`config.mk`:
```
export PLATFORM = sky130hd
export DESIGN_NAME = dcr_bank
export DESIGN_NICKNAME = d
export VERILOG_FILES = /design/src/rtl/gpu_dcr_pkg.sv /design/src/rtl/dcr_cycle_counter.sv /design/src/rtl/dcr_bank.sv
export SDC_FILE = /design/constraint.sdc
export NUM_CORES = 1
export LEC_CHECK = 0
export ABC_CLOCK_PERIOD_IN_PS = 1950
export BUFFER_PORTS_ARGS = -buffer_cell sky130_fd_sc_hd__clkbuf_2
export CAP_MARGIN = 20
export CORE_ASPECT_RATIO = 0.5
export CORE_MARGIN = 4
export CORE_UTILIZATION = 35
export CTS_BUF_LIST = sky130_fd_sc_hd__clkbuf_16
export DETAILED_ROUTE_END_ITERATION = 6
export HOLD_SLACK_MARGIN = 0.08
export PLACE_DENSITY = 0.67
export SLEW_MARGIN = 5
export SYNTH_ARGS = -nofsm -noshare
export SYNTH_HDL_FRONTEND = slang
export SYNTH_SLANG_ARGS = --single-unit
```
`constraint.sdc`:
```
create_clock -name clk -period 1.95 [get_ports clk]
set_clock_uncertainty 0.05 [all_clocks]
set_input_delay 0.0975 -clock clk [delete_from_list [all_inputs] [get_ports clk]]
set_output_delay 0.0975 -clock clk [all_outputs]
set_load 0.02 [all_outputs]
```
`src/rtl/gpu_dcr_pkg.sv`:
```
// Shared definitions for the device control register bank: FSM states,
// register slot addresses and CTRL/STATUS bit positions.
package gpu_dcr_pkg;

  typedef enum logic [1:0] {
    IDLE = 2'd0,
    RUN  = 2'd1,
    DONE = 2'd2
  } dcr_state_t;

  localparam int unsigned SLOT_THREAD_COUNT = 0;
  localparam int unsigned SLOT_BLOCK_DIM    = 1;
  localparam int unsigned SLOT_BASE_ADDR    = 2;
  localparam int unsigned SLOT_CTRL         = 3;
  localparam int unsigned SLOT_STATUS       = 4;
  localparam int unsigned SLOT_CYC_LO       = 5;
  localparam int unsigned SLOT_CYC_HI       = 6;
  localparam int unsigned SLOT_RESERVED     = 7;

  localparam int CTRL_START  = 0;
  localparam int CTRL_CLEAR  = 1;
  localparam int CTRL_IRQ_EN = 2;

  localparam int STAT_BUSY = 0;
  localparam int STAT_DONE = 1;
  localparam int STAT_ERR  = 2;

endpackage

```
`src/rtl/dcr_cycle_counter.sv`:
```
// Saturating run-cycle counter; clear has priority over enable and the
// count sticks at all-ones instead of wrapping.
module dcr_cycle_counter #(
  parameter int W = 16
) (
  input  logic         clk,
  input  logic         reset,
  input  logic         i_clear,
  input  logic         i_enable,
  output logic [W-1:0] o_count
);

  logic [W-1:0] r_count;

  always_ff @(posedge clk or negedge reset) begin
    if (!reset) begin
      r_count <= '0;
    end else if (i_clear) begin
      r_count <= '0;
    end else if (i_enable && (r_count != {W{1'b1}})) begin
      r_count <= r_count + W'(1);
    end
  end

  assign o_count = r_count;

endmodule

```
`src/rtl/dcr_bank.sv`:
```
// Device control register bank: launch configuration registers, launch FSM
// with start/busy/done handshake, run-cycle counter and sticky error / IRQ.
module dcr_bank
  import gpu_dcr_pkg::*;
#(
  parameter int DATA_W = 8,
  parameter int ADDR_W = 3,
  parameter int CYC_W  = 16
) (
  input  logic              clk,
  input  logic              reset,
  input  logic              wr_en,
  input  logic [ADDR_W-1:0] wr_addr,
  input  logic [DATA_W-1:0] wr_data,
  input  logic              rd_en,
  input  logic [ADDR_W-1:0] rd_addr,
  output logic [DATA_W-1:0] rd_data,
  output logic              rd_valid,
  output logic [DATA_W-1:0] thread_count,
  output logic [DATA_W-1:0] block_dim,
  output logic [DATA_W-1:0] base_addr,
  output logic              kernel_start,
  output logic              kernel_busy,
  input  logic              kernel_done_in,
  output logic              irq
);

  dcr_state_t        r_state;
  logic [DATA_W-1:0] r_thread_count;
  logic [DATA_W-1:0] r_block_dim;
  logic [DATA_W-1:0] r_base_addr;
  logic [DATA_W-1:0] r_rd_data;
  logic              r_rd_valid;
  logic              r_irq_en;
  logic              r_err;
  logic              r_start;

  logic [CYC_W-1:0]  w_cycles;
  logic [DATA_W-1:0] w_rd_mux;
  logic              w_running;
  logic              w_done;
  logic              w_ctrl_wr;
  logic              w_cfg_wr;
  logic              w_start_req;
  logic              w_clear_req;
  logic              w_tc_ok;
  logic              w_launch;
  logic              w_err_set;
  logic              w_err_clr;

  assign w_running   = (r_state == RUN);
  assign w_done      = (r_state == DONE);
  assign w_ctrl_wr   = wr_en && (wr_addr == ADDR_W'(SLOT_CTRL));
  assign w_cfg_wr    = wr_en && ((wr_addr == ADDR_W'(SLOT_THREAD_COUNT)) ||
                                 (wr_addr == ADDR_W'(SLOT_BLOCK_DIM)) ||
                                 (wr_addr == ADDR_W'(SLOT_BASE_ADDR)));
  assign w_start_req = w_ctrl_wr && wr_data[CTRL_START];
  assign w_clear_req = w_ctrl_wr && wr_data[CTRL_CLEAR];
  assign w_tc_ok     = (r_thread_count != '0);
  assign w_launch    = w_start_req && w_tc_ok && !w_running;

  // A rejected start (zero threads) sets err even if clear is requested in the same write.
  assign w_err_set = (w_running && (w_cfg_wr || w_start_req)) ||
                     (w_start_req && !w_tc_ok && !w_running);
  assign w_err_clr = w_clear_req && !w_running;

  dcr_cycle_counter #(
    .W (CYC_W)
  ) u_cycle_counter (
    .clk      (clk),
    .reset    (reset),
    .i_clear  (w_launch),
    .i_enable (w_running),
    .o_count  (w_cycles)
  );

  always_ff @(posedge clk or negedge reset) begin
    if (!reset) begin
      r_thread_count <= '0;
      r_block_dim    <= DATA_W'(1);
      r_base_addr    <= '0;
    end else if (wr_en && !w_running) begin
      case (wr_addr)
        ADDR_W'(SLOT_THREAD_COUNT): r_thread_count <= wr_data;
        ADDR_W'(SLOT_BLOCK_DIM):    r_block_dim    <= wr_data;
        ADDR_W'(SLOT_BASE_ADDR):    r_base_addr    <= wr_data;
        default: ;
      endcase
    end
  end

  always_ff @(posedge clk or negedge reset) begin
    if (!reset) begin
      r_state  <= IDLE;
      r_err    <= 1'b0;
      r_irq_en <= 1'b0;
      r_start  <= 1'b0;
    end else begin
      r_start <= w_launch;
      if (w_ctrl_wr) begin
        r_irq_en <= wr_data[CTRL_IRQ_EN];
      end
      if (w_err_set) begin
        r_err <= 1'b1;
      end else if (w_err_clr) begin
        r_err <= 1'b0;
      end
      case (r_state)
        IDLE: if (w_launch) r_state <= RUN;
        RUN:  if (kernel_done_in) r_state <= DONE;
        DONE: begin
          if (w_launch) begin
            r_state <= RUN;
          end else if (w_clear_req) begin
            r_state <= IDLE;
          end
        end
        default: r_state <= IDLE;
      endcase
    end
  end

  always_comb begin
    w_rd_mux = '0;
    case (rd_addr)
      ADDR_W'(SLOT_THREAD_COUNT): w_rd_mux = r_thread_count;
      ADDR_W'(SLOT_BLOCK_DIM):    w_rd_mux = r_block_dim;
      ADDR_W'(SLOT_BASE_ADDR):    w_rd_mux = r_base_addr;
      ADDR_W'(SLOT_CTRL):         w_rd_mux[CTRL_IRQ_EN] = r_irq_en;
      ADDR_W'(SLOT_STATUS): begin
        w_rd_mux[STAT_BUSY] = w_running;
        w_rd_mux[STAT_DONE] = w_done;
        w_rd_mux[STAT_ERR]  = r_err;
      end
      ADDR_W'(SLOT_CYC_LO):       w_rd_mux = DATA_W'(w_cycles);
      ADDR_W'(SLOT_CYC_HI):       w_rd_mux = DATA_W'(w_cycles >> DATA_W);
      ADDR_W'(SLOT_RESERVED):     w_rd_mux = '0;
      default:                    w_rd_mux = '0;
    endcase
  end

  // Read data holds its last value when no read is issued.
  always_ff @(posedge clk or negedge reset) begin
    if (!reset) begin
      r_rd_data  <= '0;
      r_rd_valid <= 1'b0;
    end else begin
      r_rd_valid <= rd_en;
      if (rd_en) begin
        r_rd_data <= w_rd_mux;
      end
    end
  end

  assign rd_data      = r_rd_data;
  assign rd_valid     = r_rd_valid;
  assign thread_count = r_thread_count;
  assign block_dim    = r_block_dim;
  assign base_addr    = r_base_addr;
  assign kernel_start = r_start;
  assign kernel_busy  = w_running;
  assign irq          = w_done && r_irq_en;

endmodule

```
==> metrics.cfg, run 1 <==
[run_status]
status = finished, final reports clean

[pwr]
power_mw = 3.64
p_leak_nw = 1.64
power.density_mw_per_mm2 = 1020
worst_ir_drop_vdd_mv = 0.403

[cells_and_area]
syn_to_final_growth_pct = 26.1
final_cell_mix = clkbuf_2 (54), dfrtp_1 (53), mux2_2 (28)
final_nets = 363
final_cells = 452
fillers = 733
fin_util_pct = 47.2
drive_gt1_share_pct = 33.1
fin_area_sq_mm = 0.00359
mostFrequentLayoutCell = clkbuf_2
antenna_cells = 0

[route]
route.detailed.drc = 0
antenna_left = 0
drt_iter0_markers = 236
firstDrtPassIters = 7
via_per_inst = 5.45
vias = 2462
wl_per_cell_microns = 17.4
routed_wirelength_microns = 7850

[synthesis]
yosys_most_used_dff = dfrtp_1
synth_cells = 270
ys_seq_area_share_pct = 47.6
synth-edff-count = 0
yosys_warnings = 0
synth_cell_types = 54
async_flop_share_pct = 100
syn_area_sq_mm = 0.00284
synth_area_per_cell_sq_um = 10.5
syn-num-nets = 290
ys_ff_latch = 54

[sta]
setup_ws_ps = 105
rsz0062_at_grt = false
tns_ps = 0
period_needed_ps = 1840
max_clock_freq_mhz = 542
maxSlewViolCount = 0
whs_ps = 90.4
fin_crit_sh_pct = 94.6
setup_viol = 0
slew_headroom_pct = 59.3
tightest_slew_ps = 610
hold_violations = 0

[floorplanning]
die_x_microns = 135
io_pins = 55
start_util_pct = 37.4
die_h_microns = 71.7
core_area_sq_mm = 0.00760
core.rowCount = 22
die_area_sq_mm = 0.00972

[critical_path]
r2r_end = u_cycle_counter.o_count[11]
rr_worst_depth = 6
r2r_setup_slack_ps = 110
critPathKind = reg -> reg
crit_path_end_kind = register
r2r_start = u_cycle_counter.o_count[0]
path_max_fanout = 5
critPathLaunchType = register
cp_data_arrival_time_ps = 2010
worstPathRequired_ps = 2110

[placed_design]
dp_cells = 434
place_hpwl_microns = 5880
place.gp.congestion = 0.959
dp_worst_setup_slack_ps = 148
numPortBuffers = 54
dpl-instance-area_sq_mm = 0.00331

[min_path]
min_to = r_err
hold_start = wr_en
hp-class = in -> reg
hold_depth = 3

[clock_tree]
cts_tree = built
clockRootBuffer = clkbuf_16
cts_buffer_depth = 2
clk_latency_ps = 290
cts_setup_buffers = 0
numCtsBuffers = 5
clk_pin_slew_ps = 70
cts_htree_levels = 2
clock_sinks = 54

[global_routing]
grt_start_max_net_pins = 35
grt_pass1_vias = 2447
antenna_found_initial = 0
overflow = 0
grt_pass1_wl_microns = 12900
grt_util_all_layers_pct = 16.5

[job]
cap_viol_max_count = 0

[cell families after synthesis]
group | after synthesis | synth area share (%)
multiplexers | 42 | 16.5
buffers and inverters | 28 | 4.05
flip-flops | 54 | 47.6
adder cells (fa/ha/maj) | 1 | 0.440
AND/OR/NAND/NOR | 95 | 19.2
AO/OA/AOI/OAI | 50 | 12.3
[synthesized netlist by cell type, types with 3 or more instances]
cell	n	area share, %
a21oi_1	14	2.5
and2_1	3	0.66
and3_1	5	1.1
buf_2	5	0.88
clkbuf_1	6	0.79
dfrtp_1	53	47
inv_1	15	2.0
mux2_2	28	11
mux2i_1	13	4.6
nand2_1	22	2.9
nand2b_1	4	0.88
nand3_1	12	2.1
nand3b_1	5	1.3
nand4_1	5	1.1
nor2_1	12	1.6
nor3_1	6	1.1
nor4_1	4	0.88
o21ai_0	5	0.88
o22ai_1	7	1.5
or4_1	5	1.3
[worst max-delay path by stage]
stage               slack, ps                     endpoint                       start
finish                    110  u_cycle_counter.o_count[11]  u_cycle_counter.o_count[0]
CTS                       140  u_cycle_counter.o_count[11]  u_cycle_counter.o_count[0]
detailed placement        150  u_cycle_counter.o_count[11]  u_cycle_counter.o_count[0]
global route               10              thread_count[1]                  r_state[0]
global placement          220  u_cycle_counter.o_count[14]  u_cycle_counter.o_count[0]
floorplan                 190   u_cycle_counter.o_count[9]             thread_count[4]
[final cells by class]
class | instances | area (sq um) | share of cell area (%)
Timing Repair Buffer | 78 | 488 | 13.6
Clock buffer | 5 | 125 | 3.49
Inverter | 16 | 60.1 | 1.67
Clock inverter | 3 | 43.8 | 1.22
Multi-Input combinational cell | 188 | 1380 | 38.5
Tap cell | 108 | 135 | 3.77
Sequential cell | 54 | 1350 | 37.7
[worst max-delay path: stages (launching register included)]
cell and delay [ps]:
dfrtp_1 430, ha_1 230, buf_4 150, inv_1 110, nor3_1 120, or4_1 500
a21oi_1 180
[flip-flops by register name (all words and copies together) (netlist names)]
signal,flops
r_state,2
rd_data,8
r_err,1
kernel_start,1
block_dim,8
u_cycle_counter.o_count,16
thread_count,8
r_irq_en,1
rd_valid,1
base_addr,8
[per-layer routing]
metal	vias up	global-route usage [%]	share of wire [%]
met3	16	2.52	5.3
met4	0	4.36	1.5
li1	1148	-	-
met2	73	27.8	49
met5	-	0	0
met1	1225	22.4	45
[power breakdown]
part           internal (mW)  leakage, nW  switching [mW]
logic                  0.431        0.879           0.546
clock network          0.609       0.0842           0.409
registers               1.35        0.677           0.297
total                   2.39         1.64            1.25
[timing repair]
action	in CTS	in global routing
hold buffers	10	0
gates resized for setup	0	1
hold endpoints to repair	44	0
setup endpoints to repair	0	1
Power figures use the tool's default switching activity.
==> inputs of run 2 (changes only) <==
--- a/config.mk
+++ b/config.mk
@@ -15,7 +15,9 @@
 export DETAILED_ROUTE_END_ITERATION = 6
 export HOLD_SLACK_MARGIN = 0.08
 export PLACE_DENSITY = 0.67
+export SKIP_CTS_REPAIR_TIMING = 1
 export SLEW_MARGIN = 5
 export SYNTH_ARGS = -nofsm -noshare
 export SYNTH_HDL_FRONTEND = slang
+export SYNTH_HIERARCHICAL = 1
 export SYNTH_SLANG_ARGS = --single-unit
==> run 2 against run 1 <==
Net effect:
- register-to-register slack got worse by 70 ps
- design area fell by 1.9%
- via count fell by 6.5%
- core utilization fell by 0.89 points
- clock power fell by 13%
- worst setup slack got worse by 74 ps
- synthesized cell count fell by 11%
==> metrics.cfg, run 2 <==
[pwr]
power.density_mw_per_mm2 = 973  ; -4.2%
p_leak_nw = 1.53  ; -6.5%
power_mw = 3.43  ; -6.0%
worst_ir_drop_vdd_mv = 0.431  ; +6.8%

[synthesis]
yosys_most_used_dff = dfrtp_1
yosys_warnings = 6  ; +6
yosys.area.top_type = dfrtp_1
synth-edff-count = 0  ; unchanged
async_flop_share_pct = 100  ; unchanged
ys_ff_latch = 54  ; unchanged
synth_most_common_cell = dfrtp_1
synth_cell_types = 52  ; -3.7%
synth_cells = 241  ; -11%
synth_area_per_cell_sq_um = 11.8  ; +12%
yosysTopAreaCellShare_pct = 46.6  ; unchanged
yosys-top-cells-area = dfrtp_1 (47%), mux2_2 (12%), a221oi_1 (3.7%)
ys_seq_area_share_pct = 47.6  ; unchanged
syn-num-nets = 261  ; -10%
synthTopCellsByCount = dfrtp_1 (53), mux2_2 (31), nand2_1 (17)
syn_area_sq_mm = 0.00284  ; unchanged

[global_routing]
grt_pass1_wl_microns = 11900  ; -7.2%
grt_pass1_vias = 2218  ; -9.4%
antenna_found_initial = 0  ; unchanged
grt_start_max_net_pins = 55  ; +57%
overflow = 0  ; unchanged
grt_util_all_layers_pct = 15.1  ; -1.4 points

[critical_path]
cp_data_arrival_time_ps = 2080  ; +70 ps
path_max_fanout = 15  ; +10
crit_path_end_kind = register
r2r_end = u_cycle_counter/o_count[3]
crit_start = u_cycle_counter/o_count[8]
cp-endpoint = u_cycle_counter/o_count[3]
worstPathRequired_ps = 2120  ; about the same
critPathLaunchType = register
rr_worst_depth = 5  ; -1
r2r_start = u_cycle_counter/o_count[8]
critPathKind = reg -> reg
r2r_setup_slack_ps = 30  ; -70 ps

[sta]
hold_violations = 0  ; unchanged
maxSlewViolCount = 0  ; unchanged
tightest_slew_ps = 675  ; +64.7 ps
period_needed_ps = 1920  ; +74.1 ps
tns_ps = 0  ; unchanged
slew_headroom_pct = 55.0  ; -4.3 points
setup_viol = 0  ; unchanged
max_clock_freq_mhz = 521  ; -3.9%
rsz0062_at_grt = false
fin_crit_sh_pct = 98.4  ; +3.8 points

[job]
cap_viol_max_count = 0  ; unchanged

[floorplanning]
start_util_pct = 37.4  ; unchanged
io_pins = 55  ; unchanged
die_x_microns = 135  ; unchanged
core.rowCount = 22  ; unchanged
core_area_sq_mm = 0.00760  ; unchanged
die_h_microns = 71.7  ; unchanged
die_area_sq_mm = 0.00972  ; unchanged

[clock_tree]
clock_sinks = 54  ; unchanged
clk_pin_slew_ps = 70  ; about the same
cts_tree = built
clockRootBuffer = clkbuf_16
cts_buffer_depth = 2  ; unchanged
clk_latency_ps = 290  ; about the same
cts_htree_levels = 2  ; unchanged
numCtsBuffers = 5  ; unchanged

[placed_design]
place.gp.congestion = 0.847  ; -12%
numPortBuffers = 54  ; unchanged
place_hpwl_microns = 5340  ; -9.3%

[route]
via_per_inst = 5.45  ; +0.15%
drt_iter0_markers = 164  ; -31%
vias = 2302  ; -6.5%
routed_wirelength_microns = 7400  ; -5.8%
route.detailed.drc = 0  ; unchanged
wl_per_cell_microns = 17.5  ; +0.93%
firstDrtPassIters = 4  ; -3
antenna_left = 0  ; unchanged

[min_path]
hp-class = in -> reg

[cells_and_area]
final_cell_mix = clkbuf_2 (54), dfrtp_1 (53), mux2_2 (31)
drive_gt1_share_pct = 40.4  ; +7.3 points
syn_to_final_growth_pct = 23.8
final_nets = 333  ; -8.3%
mostFrequentLayoutCell = clkbuf_2
antenna_cells = 0  ; unchanged
largest_reg_flops = 16  ; unchanged

[run_status]
status = finished, final reports clean

[run 2: cell count changes after synthesis, moves of 6 or more]
cell      before  now
mux2i_1       13    1
a221oi_1       1   12
nor2_1        12    6
inv_1         15    7
o31ai_1        2   13
nand3_1       12    5
[run 2: layout make-up]
class | instances | area [sq um]
flip-flops and latches | 54 | 1350
clock inverters | 3 | 21.3
repair buffers | 75 | 450
well taps | 108 | 135
fillers | 715 | 4080
clock buffers | 5 | 125
multi-input cells | 169 | 1400
inverters | 8 | 33.8
[run 2: cells by family (layout without fill, tap and decap cells)]
group	after synthesis	in the layout	synth area share, %
AOI/OAI and AO/OA	57	57	15.5
DFF	54	54	47.6
adders and majority gates	1	1	0.440
and+or+nand+nor	74	74	17.9
muxes	37	37	15.1
buffers and inverters	18	91	3.48
[run 2: power breakdown]
group,internal [mW],switching (mW),total (mW)
Clock,0.477,0.412,0.889
Combinational,0.414,0.527,0.941
Sequential,1.35,0.242,1.60
[run 2: critical path, stage by stage, from the launching register on]
cell and delay (ps):
dfrtp_1 460, nand4_1 270, nor4_4 100, buf_4 190
or4_2 620, a21oi_1 160
[run 2: metal layers]
metal / GRT usage, % / routed length, microns / part of all wire, % / up-vias
li1: - / - / - / 1091
met1: 19.5 / 3280 / 44 / 1143
met2: 26.1 / 3750 / 51 / 60
met3: 2.88 / 270 / 3.6 / 8
met4: 4.36 / 105 / 1.4 / 0
met5: 0 / 0 / 0 / -
[run 2: metrics by stage]
step | setup WS (ps) | hold slack (ps) | util (%) | instance area [sq um] | std cells
floorplan | 51.4 | -248 | - | 2850 | 241
global placement | 96.8 | 203 | 43.1 | 3270 | 405
detailed placement | 69.4 | 207 | 43.1 | 3270 | 405
CTS | 57.1 | -96.1 | 45.0 | 3420 | 413
global route | 2.84 | 71.3 | 46.3 | 3520 | 422
finish | 31.3 | 68.0 | 46.3 | 3520 | 422
[run 2: worst min-delay path by stage]
stage,startpoint,to,slack [ps],cells after the start
2_1_floorplan,reset,base_addr[0],-250,0
4_1_cts,rd_en,rd_valid,-100,1
5_1_grt,wr_data[1],base_addr[1],70,2
3_3_place_gp,reset,base_addr[7],200,2
3_5_place_dp,rd_en,rd_valid,210,1
6_report,wr_data[1],base_addr[1],70,2
==> inputs of run 3 (changes only) <==
--- a/config.mk
+++ b/config.mk
@@ -15,6 +15,7 @@
 export DETAILED_ROUTE_END_ITERATION = 6
 export HOLD_SLACK_MARGIN = 0.08
 export PLACE_DENSITY = 0.67
+export SETUP_SLACK_MARGIN = 0.2
 export SKIP_CTS_REPAIR_TIMING = 1
 export SLEW_MARGIN = 5
 export SYNTH_ARGS = -nofsm -noshare
==> run 3 against run 2 <==
Net effect:
- via count grew 6.2%
- power grew 8.3%
- flip-flop and latch count is the same
- critical path depth grew 1
- global-route usage grew 0.84 points
- die area is the same
- non-clock buffer count grew 12
- first-iteration DRC count grew 27%
==> metrics.cfg, run 3 (synthesized netlist as in run 2, its figures left out) <==
[route]
drt_iter0_markers = 209  ; +27%
firstDrtPassIters = 4  ; unchanged
route.detailed.drc = 0  ; unchanged
routed_wirelength_microns = 8110  ; +9.6%
wl_per_cell_microns = 18.6  ; +6.3%
antenna_left = 0  ; unchanged
vias = 2444  ; +6.2%
via_per_inst = 5.62  ; +3.0%

[pwr]
power.density_mw_per_mm2 = 978  ; +0.55%
switching_power_mw = 1.26  ; +6.7%
worst_ir_drop_vdd_mv = 0.498  ; +16%
clock_power_share_pct = 27.3  ; +1.4 points
internal_power_mw = 2.45  ; +9.1%
sw_frac_of_total_pct = 34.0  ; -0.49 points
combPwrFrac_pct = 28.5  ; +1.0 points
p_leak_nw = 1.62  ; +5.5%
seqPwrFrac_pct = 44.2  ; -2.4 points

[sta]
max_clock_freq_mhz = 557  ; +6.8%
maxSlewViolCount = 0  ; unchanged
setup_viol = 0  ; unchanged
whs_ps = 66.0  ; -1.92 ps
hold_violations = 0  ; unchanged
tightest_slew_ps = 681  ; +6.41 ps
rsz0062_at_grt = true
period_needed_ps = 1800  ; -122 ps
fin_crit_sh_pct = 92.1  ; -6.2 points
slew_headroom_pct = 54.6  ; -0.43 points
tns_ps = 0  ; unchanged

[cells_and_area]
antenna_cells = 0  ; unchanged
final_cell_mix = clkbuf_2 (54), dfrtp_1 (49), mux2_2 (31)
fin_util_pct = 49.9  ; +3.6 points
mostFrequentLayoutCell = clkbuf_2
drive_gt1_share_pct = 47.7  ; +7.3 points
final_nets = 346  ; +3.9%
final_cells = 435  ; +3.1%
largest_reg_flops = 16  ; unchanged
syn_to_final_growth_pct = 33.3

[min_path]
hp-class = in -> reg

[run_status]
status = finished, final reports clean

[floorplanning]
die_area_sq_mm = 0.00972  ; unchanged
die_x_microns = 135  ; unchanged
core_area_sq_mm = 0.00760  ; unchanged
start_util_pct = 37.4  ; unchanged
io_pins = 55  ; unchanged
core.rowCount = 22  ; unchanged
die_h_microns = 71.7  ; unchanged

[critical_path]
critPathKind = reg -> reg
worstPathRequired_ps = 2120  ; about the same
cp_data_arrival_time_ps = 1970  ; -110 ps
crit_path_end_kind = register
critPathLaunchType = register
path_max_fanout = 12  ; -3

[job]
cap_viol_max_count = 0  ; unchanged

[global_routing]
grt_start_max_net_pins = 55  ; unchanged
overflow = 0  ; unchanged
grt_pass1_wl_microns = 12500  ; +5.1%
grt_pass1_vias = 2418  ; +9.0%
grt_util_met2_pct = 26.7  ; +0.55 points
grt_util_all_layers_pct = 15.9  ; +0.84 points
top_usage_layer = met2
use_met1_pct = 20.8  ; +1.3 points
grt_use_met3_pct = 3.44  ; +0.56 points
antenna_found_initial = 0  ; unchanged

[clock_tree]
clock_sinks = 54  ; unchanged
cts_tree = built
cts_buffer_depth = 2  ; unchanged
clockRootBuffer = clkbuf_16
clk_latency_ps = 300  ; about the same
clk_pin_slew_ps = 70  ; about the same
numCtsBuffers = 5  ; unchanged
cts_htree_levels = 2  ; unchanged

[placed_design]
place.gp.congestion = 0.832  ; -1.8%
place_hpwl_microns = 5400  ; +1.2%
dp_cells = 403  ; -0.49%
numPortBuffers = 54  ; unchanged

-- run 3: cell types whose count changed in the layout (fill, tap and decap cells not counted), sizes merged --
cell,delta
buf,+12
bufinv,+1
clkinv,-3
clkinvlp,+1
inv,+2
-- run 3: worst max-delay path, stage by stage (launching register included) --
cell and delay (ps):
dfrtp_1 420, ha_4 200, nand4_4 100, nor4_4 60, buf_6 150, or4_2 600
a21oi_1 150
-- run 3: area by class of cell --
cell class | count | area (sq um)
multi-input combinational | 169 | 1520
fill | 698 | 3810
timing repair inverter | 1 | 6.26
inverter | 8 | 41.3
clock inverter | 3 | 41.3
clock buffer | 5 | 125
timing repair buffer | 87 | 566
tap | 108 | 135
sequential | 54 | 1360
-- run 3: stage by stage --
stage	total power [mW]	setup slack, ps	area, sq um
final	3.71	153	3790
after global routing	3.89	92.2	3790
after CTS	3.57	64.3	3430
after detailed placement	2.57	81.0	3260
after global placement	2.53	86.7	3260
after floorplan	2.15	171	2860
-- run 3: power by group through the flow --
| stage | combinational (mW) | clock [mW] | sequential [mW] |
|---|---|---|---|
| CTS | 0.961 | 1.02 | 1.59 |
| global route | 1.14 | 1.07 | 1.68 |
| finish | 1.06 | 1.01 | 1.64 |
| detailed placement | 0.960 | 0 | 1.61 |
| floorplan | 0.414 | 0 | 1.73 |
| global placement | 0.938 | 0 | 1.59 |
-- run 3: per-layer routing --
layer | up-vias | share of wire (%)
li1 | 1115 | -
met1 | 1264 | 44
met2 | 53 | 51
met3 | 12 | 3.8
met4 | 0 | 1.4
met5 | - | 0
-- run 3: final timing paths --
check / from / end / slack (ps) / cells past startpoint
max: u_cycle_counter/o_count[0] / u_cycle_counter/o_count[3] / 150 / 6
min: wr_data[1] / thread_count[1] / 70 / 2
max reg2reg: u_cycle_counter/o_count[0] / u_cycle_counter/o_count[3] / 150 / 6
min reg2reg: rd_data[5] / rd_data[5] / 440 / 2
max in group asynchronous: reset / u_cycle_counter/o_count[9] / 940 / 3
min in group asynchronous: reset / base_addr[7] / 410 / 3
